<file path="config.mk">
export PLATFORM = sky130hd
export DESIGN_NAME = calc_ctrl
export DESIGN_NICKNAME = d
export VERILOG_FILES = /design/src/rtl/calc_ctrl.sv
export SDC_FILE = /design/constraint.sdc
export NUM_CORES = 1
export LEC_CHECK = 0
export CORE_ASPECT_RATIO = 1.4
export CORE_MARGIN = 1.5
export CORE_UTILIZATION = 55
export CTS_CLUSTER_DIAMETER = 120
export CTS_CLUSTER_SIZE = 14
export DETAILED_ROUTE_END_ITERATION = 8
export PLACE_DENSITY_LB_ADDON = 0.08
export SYNTH_ARGS = -nofsm -noshare
export SYNTH_HDL_FRONTEND = slang
export SYNTH_SLANG_ARGS = --single-unit
</file>
<file path="constraint.sdc">
create_clock -name clk -period 7.3 [get_ports clk]
set_clock_uncertainty 0.1 [all_clocks]
set_input_delay 0.73 -clock clk [delete_from_list [all_inputs] [get_ports clk]]
set_output_delay 0.73 -clock clk [all_outputs]
set_load 0.005 [all_outputs]
</file>
<file path="src/rtl/calc_ctrl.sv">
// calc_ctrl: keypad calculator control FSM with add/sub/mul datapath and a restoring divider.
// Define CALC_REMAINDER_EN to expose the divide remainder on rem_val.
module calc_ctrl #(
  parameter int MAX_DIGITS = 4,
  parameter int OP_W       = 14,
  parameter int RES_W      = 28
) (
  input  logic             clk,
  input  logic             rst_n,
  input  logic             key_flag,
  input  logic [3:0]       key_data,
  output logic [RES_W-1:0] disp_val,
  output logic             disp_neg,
  output logic             err,
  output logic             busy,
  output logic [2:0]       state
`ifdef CALC_REMAINDER_EN
  ,
  output logic [OP_W-1:0]  rem_val
`endif
);

  typedef enum logic [2:0] {
    S_A    = 3'd0,
    S_OP   = 3'd1,
    S_B    = 3'd2,
    S_CALC = 3'd3,
    S_RES  = 3'd4,
    S_ERR  = 3'd5
  } state_t;

  localparam int CNT_W  = $clog2(MAX_DIGITS + 1);
  localparam int DCNT_W = $clog2(OP_W);
  localparam logic [1:0] OP_ADD = 2'd0;
  localparam logic [1:0] OP_SUB = 2'd1;
  localparam logic [1:0] OP_DIV = 2'd3;
  localparam logic [RES_W-1:0] CHAIN_LIM = RES_W'(10 ** MAX_DIGITS);

  state_t            cur_state;
  logic [OP_W-1:0]   a, b, div_q, div_r;
  logic [CNT_W-1:0]  cnt;
  logic [DCNT_W-1:0] div_cnt;
  logic [1:0]        op;
  logic [RES_W-1:0]  res;
  logic              neg;
`ifdef CALC_REMAINDER_EN
  logic [OP_W-1:0]   rem;
  assign rem_val = rem;
`endif

  logic             is_digit, is_op, is_eq, is_clr, cnt_room, a_ge_b;
  logic [1:0]       key_op;
  logic [OP_W-1:0]  digit, a_acc, b_acc, diff;
  logic [RES_W-1:0] calc_res;

  assign is_digit = (key_data <= 4'd9);
  assign is_op    = (key_data >= 4'd10) && (key_data <= 4'd13);
  assign is_eq    = (key_data == 4'd14);
  assign is_clr   = (key_data == 4'd15);
  assign key_op   = 2'(key_data - 4'd10);
  assign digit    = OP_W'(key_data);
  assign cnt_room = (cnt < CNT_W'(MAX_DIGITS));
  assign a_acc    = a * OP_W'(10) + digit;
  assign b_acc    = b * OP_W'(10) + digit;
  assign a_ge_b   = (a >= b);
  assign diff     = a_ge_b ? (a - b) : (b - a);

  always_comb begin
    calc_res = RES_W'(a) * RES_W'(b);
    if (op == OP_ADD)
      calc_res = RES_W'(a) + RES_W'(b);
    else if (op == OP_SUB)
      calc_res = RES_W'(diff);
  end

  // One restoring step: shift the next dividend bit into the partial remainder and try to subtract.
  logic [OP_W:0]   r_sh;
  logic            r_ge;
  logic [OP_W-1:0] r_next, q_next;

  assign r_sh   = {div_r, div_q[OP_W-1]};
  assign r_ge   = (r_sh >= {1'b0, b});
  assign r_next = r_ge ? OP_W'(r_sh - {1'b0, b}) : r_sh[OP_W-1:0];
  assign q_next = {div_q[OP_W-2:0], r_ge};

  always_ff @(posedge clk or negedge rst_n) begin
    if (!rst_n) begin
      cur_state <= S_A;
      a         <= '0;
      b         <= '0;
      cnt       <= '0;
      op        <= '0;
      res       <= '0;
      neg       <= 1'b0;
      div_q     <= '0;
      div_r     <= '0;
      div_cnt   <= '0;
      disp_val  <= '0;
      disp_neg  <= 1'b0;
      err       <= 1'b0;
      busy      <= 1'b0;
`ifdef CALC_REMAINDER_EN
      rem       <= '0;
`endif
    end else if (key_flag && is_clr) begin
      cur_state <= S_A;
      a         <= '0;
      b         <= '0;
      cnt       <= '0;
      op        <= '0;
      res       <= '0;
      neg       <= 1'b0;
      div_q     <= '0;
      div_r     <= '0;
      div_cnt   <= '0;
      disp_val  <= '0;
      disp_neg  <= 1'b0;
      err       <= 1'b0;
      busy      <= 1'b0;
`ifdef CALC_REMAINDER_EN
      rem       <= '0;
`endif
    end else begin
      case (cur_state)
        S_A: if (key_flag) begin
          if (is_digit && cnt_room) begin
            a        <= a_acc;
            cnt      <= cnt + CNT_W'(1);
            disp_val <= RES_W'(a_acc);
          end else if (is_op) begin
            op        <= key_op;
            cur_state <= S_OP;
          end
        end
        S_OP: if (key_flag) begin
          if (is_digit) begin
            b         <= digit;
            cnt       <= CNT_W'(1);
            disp_val  <= RES_W'(digit);
            cur_state <= S_B;
          end else if (is_op) begin
            op <= key_op;
          end
        end
        S_B: if (key_flag) begin
          if (is_digit && cnt_room) begin
            b        <= b_acc;
            cnt      <= cnt + CNT_W'(1);
            disp_val <= RES_W'(b_acc);
          end else if (is_eq) begin
            if (op != OP_DIV) begin
              res       <= calc_res;
              disp_val  <= calc_res;
              neg       <= (op == OP_SUB) && !a_ge_b;
              disp_neg  <= (op == OP_SUB) && !a_ge_b;
              cur_state <= S_RES;
`ifdef CALC_REMAINDER_EN
              rem       <= '0;
`endif
            end else if (b == '0) begin
              err       <= 1'b1;
              disp_val  <= '0;
              cur_state <= S_ERR;
            end else begin
              div_q     <= a;
              div_r     <= '0;
              div_cnt   <= '0;
              neg       <= 1'b0;
              busy      <= 1'b1;
              cur_state <= S_CALC;
            end
          end
        end
        // Keys are ignored here; only clear (handled above) can interrupt the divide.
        S_CALC: begin
          div_q   <= q_next;
          div_r   <= r_next;
          div_cnt <= div_cnt + DCNT_W'(1);
          if (div_cnt == DCNT_W'(OP_W - 1)) begin
            res       <= RES_W'(q_next);
            disp_val  <= RES_W'(q_next);
            disp_neg  <= 1'b0;
            busy      <= 1'b0;
            cur_state <= S_RES;
`ifdef CALC_REMAINDER_EN
            rem       <= r_next;
`endif
          end
        end
        S_RES: if (key_flag) begin
          if (is_digit) begin
            a         <= digit;
            cnt       <= CNT_W'(1);
            neg       <= 1'b0;
            disp_neg  <= 1'b0;
            disp_val  <= RES_W'(digit);
            cur_state <= S_A;
`ifdef CALC_REMAINDER_EN
            rem       <= '0;
`endif
          end else if (is_op && !neg && (res < CHAIN_LIM)) begin
            a         <= OP_W'(res);
            op        <= key_op;
            cur_state <= S_OP;
`ifdef CALC_REMAINDER_EN
            rem       <= '0;
`endif
          end
        end
        S_ERR: begin
        end
        default: cur_state <= S_A;
      endcase
    end
  end

  assign state = cur_state;

endmodule

</file>
==> impl_metrics.py <==
metrics = {
    "power": {
        "leakagePower_nw": 9.102,
        "power_density_mw_per_mm2": 512.0,
        "ir_worst_vdd_v": 0.0004131,
    },
    "synthesis": {
        "synth_top_area_frac": 0.1910,
        "syn_inst": 1992,
        "yosys.area.top_type": "dfrtp_1",
        "synth_seq_area_share": 0.1910,
        "synth_nets": 2342,
        "synthFlopType": "dfrtp_1",
        "synth_edf_count": 0,
        "netlist_area_mm2": 0.01677,
        "synth_area_leaders": "dfrtp_1 19%, fa_1 18%, ha_1 14%",
        "syn_avg_cell_area_um2": 8.420,
        "yosys_register_bits": 128,
        "async_flop_share": 1.000,
        "synth_warnings": 0,
        "synth_cell_types": 92,
    },
    "cells_and_area": {
        "nNetsFinal": 2360,
        "fill_cells": 2747,
        "seq_area_mm2": 0.003203,
        "multi_input_comb_area_mm2": 0.01223,
        "drive_gt1_frac": 0.06426,
        "diodes": 0,
        "stdcell_area_mm2": 0.01822,
        "synthToLayoutAreaGrowth_pct": 8.623,
    },
    "worst_setup_path": {
        "r2r-start": "b[9]$_DFFE_PN0P_",
        "criticalPathCategory": "reg -> reg",
        "r2r_slack_ns": 0.54,
        "worstPathMaxFanout": 8,
        "crit_path_end_kind": "flop",
        "critPathLaunchType": "flop",
        "slowest_delay_ns": 0.55,
        "r2r_cells": 23,
        "r2r-end": "disp_val[26]$_DFFE_PN0P_",
        "critPathTopFamily": "adder cells",
        "cp.arrival_ns": 6.99,
        "crit_chain": "inv_1 -> nor2_1 -> fa_1 -> inv_1 -> fa_1 -> inv_1 -> fa_1 -> fa_1 -> fa_1 -> inv_1 -> fa_1 -> inv_1 -> ha_1 -> a21oi_1 -> nor2b_1 -> o21ai_0 -> nand2b_1 -> a22o_1 -> o22a_1 -> a211oi_2 -> a21boi_0 -> xnor2_1 -> o21ai_0",
        "cp_data_required_time_ns": 7.53,
        "critical-path-slowest-cell": "dfrtp_1",
        "cp_common_cell": "fa_1",
        "cp_num_buf_inv": 5,
    },
    "route": {
        "avgViaCountPerCell": 6.159,
        "num_vias": 14830,
        "wire_per_inst_um": 23.55,
        "drc": 0,
        "antenna_left": 0,
        "drt_first_pass_iters": 5,
        "finalWirelength_mm": 56.70,
        "drtIter0Drc": 1051,
    },
    "clock_network": {
        "cts_tree": "yes",
        "h-tree-depth": 4,
        "ctsResizeCount": 0,
        "numClockSinks": 128,
        "numCtsBuffers": 17,
        "cts_max_path_buffers": 2,
        "clockRootBuffer": "clkbuf_16",
        "post_cts_buffers": 0,
        "clk_pin_slew_ns": 0.07,
        "clk_latency_ns": 0.45,
        "cts_hold_buffers": 0,
    },
    "timing": {
        "fin_crit_ns": 6.762,
        "max_freq_mhz": 147.9,
        "slew_headroom": 0.3818,
        "setup_tns_ns": 0,
        "slew_violations": 0,
        "worst_hold_slack_ns": 0.1590,
        "rsz0062_at_grt": "no",
        "tightestPinTransition_ns": 0.9274,
        "hold_viol_final": 0,
        "setup_viol": 0,
        "timing.final.crit_share": 0.9263,
        "layout_setup_ws_ns": 0.5378,
    },
    "place": {
        "place.gp.congestion": 0.9964,
        "hpwl_mm": 44.78,
        "io_buffers": 40,
        "dpl-instance-area_mm2": 0.01762,
        "place_ws_ns": 0.5954,
    },
    "grt": {
        "grt_usage": 0.3745,
        "antenna_found_initial": 0,
        "grt_pass1_vias": 15250,
        "grt-ovfl-total": 0,
        "grt_start_max_net_pins": 66,
        "grt_first_pass_wirelength_mm": 87.71,
    },
    "floorplan": {
        "die_w_um": 150.6,
        "start_util": 0.5586,
        "num_rows": 75,
        "io_pins": 41,
        "die-area_mm2": 0.03157,
        "coreArea_mm2": 0.03003,
        "die_y_um": 209.6,
    },
    "worst_hold_path": {
        "hold_class": "in -> async",
    },
    "status": {
        "status": "complete, no violations",
    },
    "job": {
        "maxCapViolCount": 0,
    },
}
synth_stat cells (all sizes together), types with 4 or more instances:
library cell and number:
a211oi 16, a21boi 8, a21o 35, a21oi 126, a221o 4, a221oi 4, a22o 8, a22oi 15
a31oi 13, a32o 6, a41oi 4, and2 11, and3 7, and4 4, buf 29, clkbuf 68
clkinv 6, dfrtp 128, fa 149, ha 194, inv 229, mux2 6, mux2i 13, nand2 280
nand2b 12, nand3 38, nand3b 5, nand4 10, nor2 181, nor2b 15, nor3 25, nor4 12
o211ai 11, o21a 19, o21ai 97, o21bai 8, o221ai 12, o22a 4, o22ai 4, o311ai 12
o31a 4, o31ai 33, or3 9, xnor2 58, xor2 27
layout by cell type (no fill, tap or decap), drive strengths merged, types with 12 or more instances in the layout:
| master | instances |
|---|---|
| a22oi | 15 |
| o31ai | 33 |
| ha | 194 |
| nor2b | 15 |
| o21ai | 97 |
| nand2b | 12 |
| nor4 | 12 |
| nor2 | 181 |
| clkbuf | 18 |
| buf | 57 |
| a31oi | 13 |
| a211oi | 16 |
| o221ai | 12 |
| a21oi | 126 |
| mux2i | 13 |
| nand3 | 38 |
| o21a | 19 |
| nand2 | 280 |
| o311ai | 12 |
| inv | 237 |
| fa | 149 |
| xor2 | 27 |
| nor3 | 25 |
| clkdlybuf4s50 | 39 |
| xnor2 | 58 |
| a21o | 35 |
| dfrtp | 128 |
worst max-delay path by stage:
stage               cells after the start        startpoint  slack, ns                  endpoint
finish                                 23  b[9]$_DFFE_PN0P_       0.54  disp_val[26]$_DFFE_PN0P_
CTS                                    23  b[9]$_DFFE_PN0P_       0.59  disp_val[26]$_DFFE_PN0P_
detailed placement                     23  b[9]$_DFFE_PN0P_       0.60  disp_val[26]$_DFFE_PN0P_
global route                           23  b[9]$_DFFE_PN0P_       0.19  disp_val[26]$_DFFE_PN0P_
global placement                       23  b[9]$_DFFE_PN0P_       0.70  disp_val[26]$_DFFE_PN0P_
floorplan                              26  b[4]$_DFFE_PN0P_       0.72  disp_val[27]$_DFFE_PN0P_
logic make-up after synthesis:
logic type | synth area share
AO/OA/AOI/OAI | 0.1848
adder cells (fa/ha/maj) | 0.3231
multiplexers | 0.01201
buffers and inverters | 0.07989
AND/OR/NAND/NOR | 0.1621
flip-flops | 0.1910
XOR/XNOR | 0.04707
power by group:
group	total (mW)	internal, mW	switching, mW	leakage (nW)
sequential	1.20	0.914	0.289	1.71
combinational	7.23	2.54	4.69	7.11
clock	0.897	0.514	0.382	0.284
total	9.33	3.97	5.36	9.10
final cells by class:
type | instances | area share
clock buffer | 18 | 0.02355
timing repair buffer | 96 | 0.04512
tap | 385 | 0.02644
inverter | 235 | 0.04841
clock inverter | 14 | 0.009271
multi-input combinational | 1532 | 0.6714
sequential | 128 | 0.1758
sequential cells by signal, indices dropped and copies added (netlist names), 2 cells and up:
| signal | count |
|---|---|
| disp_val | 28 |
| res | 28 |
| a | 14 |
| b | 14 |
| div_q | 14 |
| div_r | 14 |
| div_cnt | 4 |
| cnt | 3 |
| state | 3 |
| op | 2 |
per-stage QoR:
step                total power [mW]    util  std cells
finish                         9.328  0.6068       2408
floorplan                      6.006       -       1992
global placement               8.201  0.5868       2376
global route                   10.04  0.6068       2408
detailed placement             8.316  0.5868       2376
CTS                            9.254  0.6068       2408
routing by layer:
layer	vias up	wire [µm]	GRT usage
met5	-	0	0
met4	0	3818	0.2330
met3	176	3294	0.04783
met2	566	28450	0.6471
met1	7305	21130	0.4359
li1	6784	-	-
Note: power is estimated with default switching activity, not from simulation.
